===== config.mk =====
export PLATFORM = sky130hd
export DESIGN_NAME = regfile_scoreboard
export DESIGN_NICKNAME = d
export VERILOG_FILES = /design/src/rtl/regfile_scoreboard.sv
export SDC_FILE = /design/constraint.sdc
export NUM_CORES = 2
export LEC_CHECK = 0
export CORE_AREA = 2 2 322 324
export CTS_CLUSTER_DIAMETER = 150
export DETAILED_ROUTE_END_ITERATION = 8
export DIE_AREA = 0 0 324 326
export PLACE_DENSITY = 0.73
export SETUP_SLACK_MARGIN = 0.02
export SLEW_MARGIN = 5
export SYNTH_ARGS = -nofsm -noshare
export SYNTH_HDL_FRONTEND = slang
export SYNTH_SLANG_ARGS = --single-unit

===== constraint.sdc =====
create_clock -name CLK -period 4.6 [get_ports CLK]
set_input_delay 0.92 -clock CLK [delete_from_list [all_inputs] [get_ports CLK]]
set_output_delay 0.92 -clock CLK [all_outputs]
set_load 0.03 [all_outputs]

===== src/rtl/regfile_scoreboard.sv =====
// regfile_scoreboard
//   32 x 32-bit architectural register file with a per-register busy
//   scoreboard. Decode reads two operands combinationally and gets a hazard
//   flag while an operand still has an unretired writer. Issue marks the
//   destination busy. Write-back stores the result and clears the busy bit.
//
//   Optional feature: define WB_BYPASS_EN to forward write-back data to the
//   read ports in the write cycle and mask the matching pending bit.
//
// Ports
//   CLK          clock, all state updates on posedge
//   RST_N        asynchronous active-low reset (registers and busy bits -> 0)
//   rs1_en       decode uses rs1 this cycle
//   rs1_addr     rs1 index
//   rs1_data     rs1 value (combinational)
//   rs2_en       decode uses rs2 this cycle
//   rs2_addr     rs2 index
//   rs2_data     rs2 value (combinational)
//   hazard       an enabled operand is pending; decode must stall
//   issue_valid  decode issues an instruction writing issue_rd
//   issue_rd     destination of the issued instruction
//   issue_ack    issue accepted this cycle (issue_valid & ~hazard)
//   we           write-back enable
//   wr_addr      write-back destination
//   wr_data      write-back data
//   flush        clears every busy bit and drops a same-cycle issue
module regfile_scoreboard #(
    parameter int XLEN = 32,
    parameter int NREG = 32,
    parameter int AW   = 5
) (
    input  logic            CLK,
    input  logic            RST_N,
    input  logic            rs1_en,
    input  logic [AW-1:0]   rs1_addr,
    output logic [XLEN-1:0] rs1_data,
    input  logic            rs2_en,
    input  logic [AW-1:0]   rs2_addr,
    output logic [XLEN-1:0] rs2_data,
    output logic            hazard,
    input  logic            issue_valid,
    input  logic [AW-1:0]   issue_rd,
    output logic            issue_ack,
    input  logic            we,
    input  logic [AW-1:0]   wr_addr,
    input  logic [XLEN-1:0] wr_data,
    input  logic            flush
);

    logic [XLEN-1:0] regs [NREG];
    logic [NREG-1:0] busy;

    logic wr_live;
    logic rs1_pend;
    logic rs2_pend;

    // x0 is never a write target, so a write to it is not "live".
    assign wr_live = we && (wr_addr != '0);

`ifdef WB_BYPASS_EN
    logic rs1_byp;
    logic rs2_byp;

    assign rs1_byp = wr_live && (wr_addr == rs1_addr);
    assign rs2_byp = wr_live && (wr_addr == rs2_addr);

    // Forwarded operands are usable now, so their busy bit is ignored.
    always_comb begin
        rs1_data = '0;
        rs2_data = '0;
        if (rs1_addr != '0) rs1_data = rs1_byp ? wr_data : regs[rs1_addr];
        if (rs2_addr != '0) rs2_data = rs2_byp ? wr_data : regs[rs2_addr];
    end

    assign rs1_pend = busy[rs1_addr] && (rs1_addr != '0) && !rs1_byp;
    assign rs2_pend = busy[rs2_addr] && (rs2_addr != '0) && !rs2_byp;
`else
    // Without forwarding the old value is shown during the write cycle and
    // the busy bit only drops at the following posedge.
    always_comb begin
        rs1_data = '0;
        rs2_data = '0;
        if (rs1_addr != '0) rs1_data = regs[rs1_addr];
        if (rs2_addr != '0) rs2_data = regs[rs2_addr];
    end

    assign rs1_pend = busy[rs1_addr] && (rs1_addr != '0);
    assign rs2_pend = busy[rs2_addr] && (rs2_addr != '0);
`endif

    assign hazard    = (rs1_en && rs1_pend) || (rs2_en && rs2_pend);
    assign issue_ack = issue_valid && !hazard;

    always_ff @(posedge CLK or negedge RST_N) begin
        if (!RST_N) begin
            for (int i = 0; i < NREG; i++) regs[i] <= '0;
        end else if (wr_live) begin
            regs[wr_addr] <= wr_data;
        end
    end

    // Priority: flush, then issue set, then write-back clear. The issue
    // assignment comes last so it overrides a clear of the same register,
    // recording the newer writer.
    always_ff @(posedge CLK or negedge RST_N) begin
        if (!RST_N) begin
            busy <= '0;
        end else if (flush) begin
            busy <= '0;
        end else begin
            if (wr_live) busy[wr_addr] <= 1'b0;
            if (issue_ack && (issue_rd != '0)) busy[issue_rd] <= 1'b1;
        end
    end

endmodule


# Word level (Yosys, flattened, before mapping)
# Cells that the tools add are included.
op_classes:
  order_cmp: 10
  n_mux: 23
  n_reduce_logical: 16
  n_bitwise: 6
op_table:
  columns: ["op", "count"]
  rows:
  - ["1024-bit bitwise mux", 1]
  - ["32-bit two-way mux", 11]
  - ["32-bit binary-select mux with 5-bit select", 2]
  - ["32-bit demux with 5-bit select", 1]
  - ["32-bit bitwise AND", 1]
  - ["32-bit inverter", 1]
  - ["32-bit bitwise OR", 1]
  - ["5-bit by 6-bit < comparator with 1-bit output (second input constant)", 4]
  - ["5-bit nonzero test", 4]
  - ["6-bit >= comparator (second input constant)", 3]
  - ["5-bit inverter with 6-bit output", 3]
  - ["1-bit binary-select mux with 5-bit select", 2]
  - ["1-bit demux with 5-bit select", 2]
  - ["5-bit by 1-bit >= comparator with 1-bit output (second input constant)", 2]
  - ["1-bit logical AND", 10]
  - ["6-bit by 1-bit < comparator with 1-bit output (second input constant)", 1]
  - ["1-bit two-way mux", 4]
  - ["1-bit zero test", 1]
  - ["1-bit logical OR", 1]
totals:
  inputBits: 59
  reg_bits: 1056
  output_inout_bits: 66

# Longest topological paths before layout
depth:
  depth_word: 11
  ltp_mapped: 9
  ltp_nobuf: 6

# Least setup slack after synthesis
# OpenSTA, ideal clock, no wires.
synth_timing:
  path_type: "input-to-output"
  startpoint: "input port rs1_addr[1]"
  endpoint: "output port rs1_data[10]"
  setup_slack_ps: 726
  stages: 8
  t_arrival_ps: 2954
  n_path_buf: 4
  required_time_ps: 3680
  cell_sequence: "buf_2 buf_4 clkbuf_1 clkbuf_1 mux4_2 mux4_2 mux2i_1 nor2_1"
synth_between:
  elab_chain_len: 5
synth_rtl:
  columns: ["element", "line_no", "source"]
  rows:
  - ["start: declaration", "35", "input logic [AW-1:0] rs1_addr,"]
  - ["5-bit inverter with 6-bit output (not written as such)", "83", "if (rs1_addr != '0) rs1_data = regs[rs1_addr];"]
  - ["32-bit binary-select mux with 5-bit select", "83", null]
  - ["32-bit two-way mux (not written as such) (2 in a row)", "83", null]
  - ["32-bit two-way mux (*)", "83", null]
  - ["end: declaration", "36", "output logic [XLEN-1:0] rs1_data,"]
# Every way passes the cells marked *; elsewhere a longest branch is shown, timed or not. The select of a mux whose other input is x is not followed.

# Worst setup path after layout
layout_timing:
  startpoint: "input port rs2_addr[0]"
  endpoint: "output port rs2_data[1]"
layout_between:
  elab_chain_len: 5
layout_rtl:
  columns: ["element", "line_no", "source"]
  rows:
  - ["start: declaration", "38", "input logic [AW-1:0] rs2_addr,"]
  - ["5-bit inverter with 6-bit output (not written as such)", "84", "if (rs2_addr != '0) rs2_data = regs[rs2_addr];"]
  - ["32-bit binary-select mux with 5-bit select", "84", null]
  - ["32-bit two-way mux (not written as such) (2 in a row)", "84", null]
  - ["32-bit two-way mux (*)", "84", null]
  - ["end: declaration", "39", "output logic [XLEN-1:0] rs2_data,"]
# Marked as above.

==> impl_metrics.toml <==
[floorplanning]
die-area_mm2 = 0.106
ios = 125
start_util = 0.545
rows = 118
die_h_um = 326
core_area_mm2 = 0.103
chipWidth_um = 324

[clock_tree]
clock_latency_ps = 690
cts-root-buf = "clkbuf_16"
cts-resized-gates = 0
cts_hold_buf = 0
cts_tree = "done"
clk_pin_slew_ps = 60
cts_buffer_depth = 3
cts_max_level = 3
clkSinkCount = 1056
numCtsBuffers = 111
cts_setup_buffers = 0

[critical_path]
path_class = "input pin to primary output"
cp.arrival_ps = 3490
cp.required_ps = 3680
crit_family = "multiplexers"
path_buf_inv = 4
crit_chain = "buf_8, buf_12, buf_4, mux4_2, mux4_2, mux2i_1, nor2_1, buf_4"
slowest_delay_ps = 520
cp_max_fo = 27
slowest_stage = "mux4_2"
end_kind = "primary output"
start_kind = "input pin"

[finish]
final_nets = 3465
final_area_mm2 = 0.0629
drive_gt1_frac = 0.603
area_delta_synth_final_pct = 12.4
multi_input_area_mm2 = 0.0280
fill_cells = 7306
seq_area_mm2 = 0.0264

[placement]
gp_congestion = 0.835
place_area_mm2 = 0.0593
portBuffers = 124
dp_hpwl_um = 95200

[grt]
grt_remaining_overflow = 0
grt_antenna_before_repair = 5
grt_pass1_vias = 36694
grt_pass1_wl_um = 243000
grt_max_degree = 109
track_usage = 0.313

[routing]
wl_per_cell_um = 33.0
vias = 34081
dr.pass1.iters = 5
post-route-drc-count = 0
drtIter0Drc = 3517
ant_nets = 0
avgViaCountPerCell = 6.99
wl_um = 161000

[yosys]
avgSynthCellArea_um2 = 16.4
synth_top_area_frac = 0.472
ys_seq_area_frac = 0.472
synth_seq_cells = 1056
synth_cell_types = 33
synth_area_mm2 = 0.0560
yosys_warnings = 0
yosysTopAreaCell = "dfrtp_1"
synth_nets = 3462
async_flop_share = 1.00
synth-edff-count = 0
synthTopCellsByCount = "dfrtp_1 (1056), mux2_2 (993), mux4_2 (651)"
synthTopCellsByArea = "dfrtp_1 (47%), mux4_2 (26%), mux2_2 (20%)"
synth_top_flop_cell = "dfrtp_1"
yosysMostFrequentCell = "dfrtp_1"
netlist_instances = 3403

[timing]
finalCriticalPeriod_ps = 4410
skew_ps = 6.87
slew_viol_final = 0
hold_viol = 0
relSlewSlack = 0.247
tns_ps = 0
tightest_slew_ps = 1130
period_share = 0.958
grt_setup_unrepaired = "false"
fmax_mhz = 227
finalSetupViolCount = 0

[pwr]
p_per_area_mw_per_mm2 = 433
peakVddDrop_mv = 0.310
p_total_w = 0.0272
leakage_nw = 26.9

[job]
maxCapViolations = 0

[min_path]
hold_path_class = "input pin to async pin"

[run_status]
status = "finished, final reports clean"
## sequential cells by signal (all words and copies together), names as in the netlist
| name | flops |
|---|---|
| busy | 32 |
| regs | 1024 |
## metrics by stage
stage          hold WS [ps]  std cells  setup WS (ps)   util
2_1_floorplan           441       3403            726      -
3_3_place_gp            377       4672          -77.9  0.578
3_5_place_dp            383       4673            256  0.578
4_1_cts                 398       4872            251  0.613
5_1_grt                 408       4875           84.3  0.613
6_report                359       4876            192  0.613
## power breakdown
group          leakage, nW  total, W  switching (W)  internal [W]
registers             13.6    0.0123        0.00129        0.0110
clock network         1.78   0.00886        0.00377       0.00509
logic                 11.6   0.00606        0.00239       0.00367
## cell type report
class	instances	area share
Antenna cell	4	0.000159
Clock buffer	160	0.0516
Clock inverter	39	0.00517
Inverter	3	0.000259
Multi-Input combinational cell	1943	0.446
Sequential cell	1056	0.420
Tap cell	1380	0.0274
Timing Repair Buffer	291	0.0499
## path summary, 6_finish.rpt
check | start | end | slack, ps | depth (start not counted)
worst max-delay path | rs2_addr[0] | rs2_data[1] | 190 | 8
max in group asynchronous | RST_N | regs[212] | 2990 | 2
min in group CLK | regs[1017] | regs[1017] | 390 | 0
worst max register to register | busy[3] | busy[28] | 2220 | 7
worst min-delay path | RST_N | busy[11] | 360 | 1
worst min register to register | regs[1017] | regs[1017] | 390 | 0
## logic make-up after synthesis
group | Yosys count | synth area share
AOI/OAI and AO/OA | 39 | 0.00599
buffers and inverters | 404 | 0.0300
DFF | 1056 | 0.472
muxes | 1721 | 0.476
and+or+nand+nor | 183 | 0.0161
## metal layers
metal / share of wire / track usage
met2: 0.49 / 0.493
met5: 0.00014 / 0
met1: 0.39 / 0.438
met3: 0.081 / 0.0625
met4: 0.037 / 0.112
## cells in the final DEF, fill, tap and decap left out, types with 3 or more instances in the layout
master | Yosys | routed
o31ai_1 | 18 | 18
nand3b_1 | 19 | 19
diode_2 | 0 | 4
clkbuf_8 | 0 | 24
nand3_1 | 8 | 7
nand2_1 | 23 | 12
or3b_2 | 3 | 3
nor2_4 | 0 | 13
dfrtp_1 | 1056 | 1056
mux2i_1 | 77 | 77
o32ai_1 | 13 | 13
buf_8 | 0 | 5
clkinv_2 | 0 | 26
buf_12 | 0 | 63
nor2_1 | 84 | 71
clkbuf_16 | 0 | 113
clkbuf_1 | 235 | 23
bufinv_16 | 0 | 4
nor3_2 | 0 | 3
clkdlybuf4s50_1 | 0 | 48
mux2_2 | 993 | 993
buf_4 | 8 | 173
clkinvlp_4 | 0 | 3
mux4_2 | 651 | 651
inv_6 | 0 | 5
nand2_2 | 0 | 11
nand2b_1 | 21 | 19
nor2b_1 | 10 | 10
Power figures use the tool's default switching activity.
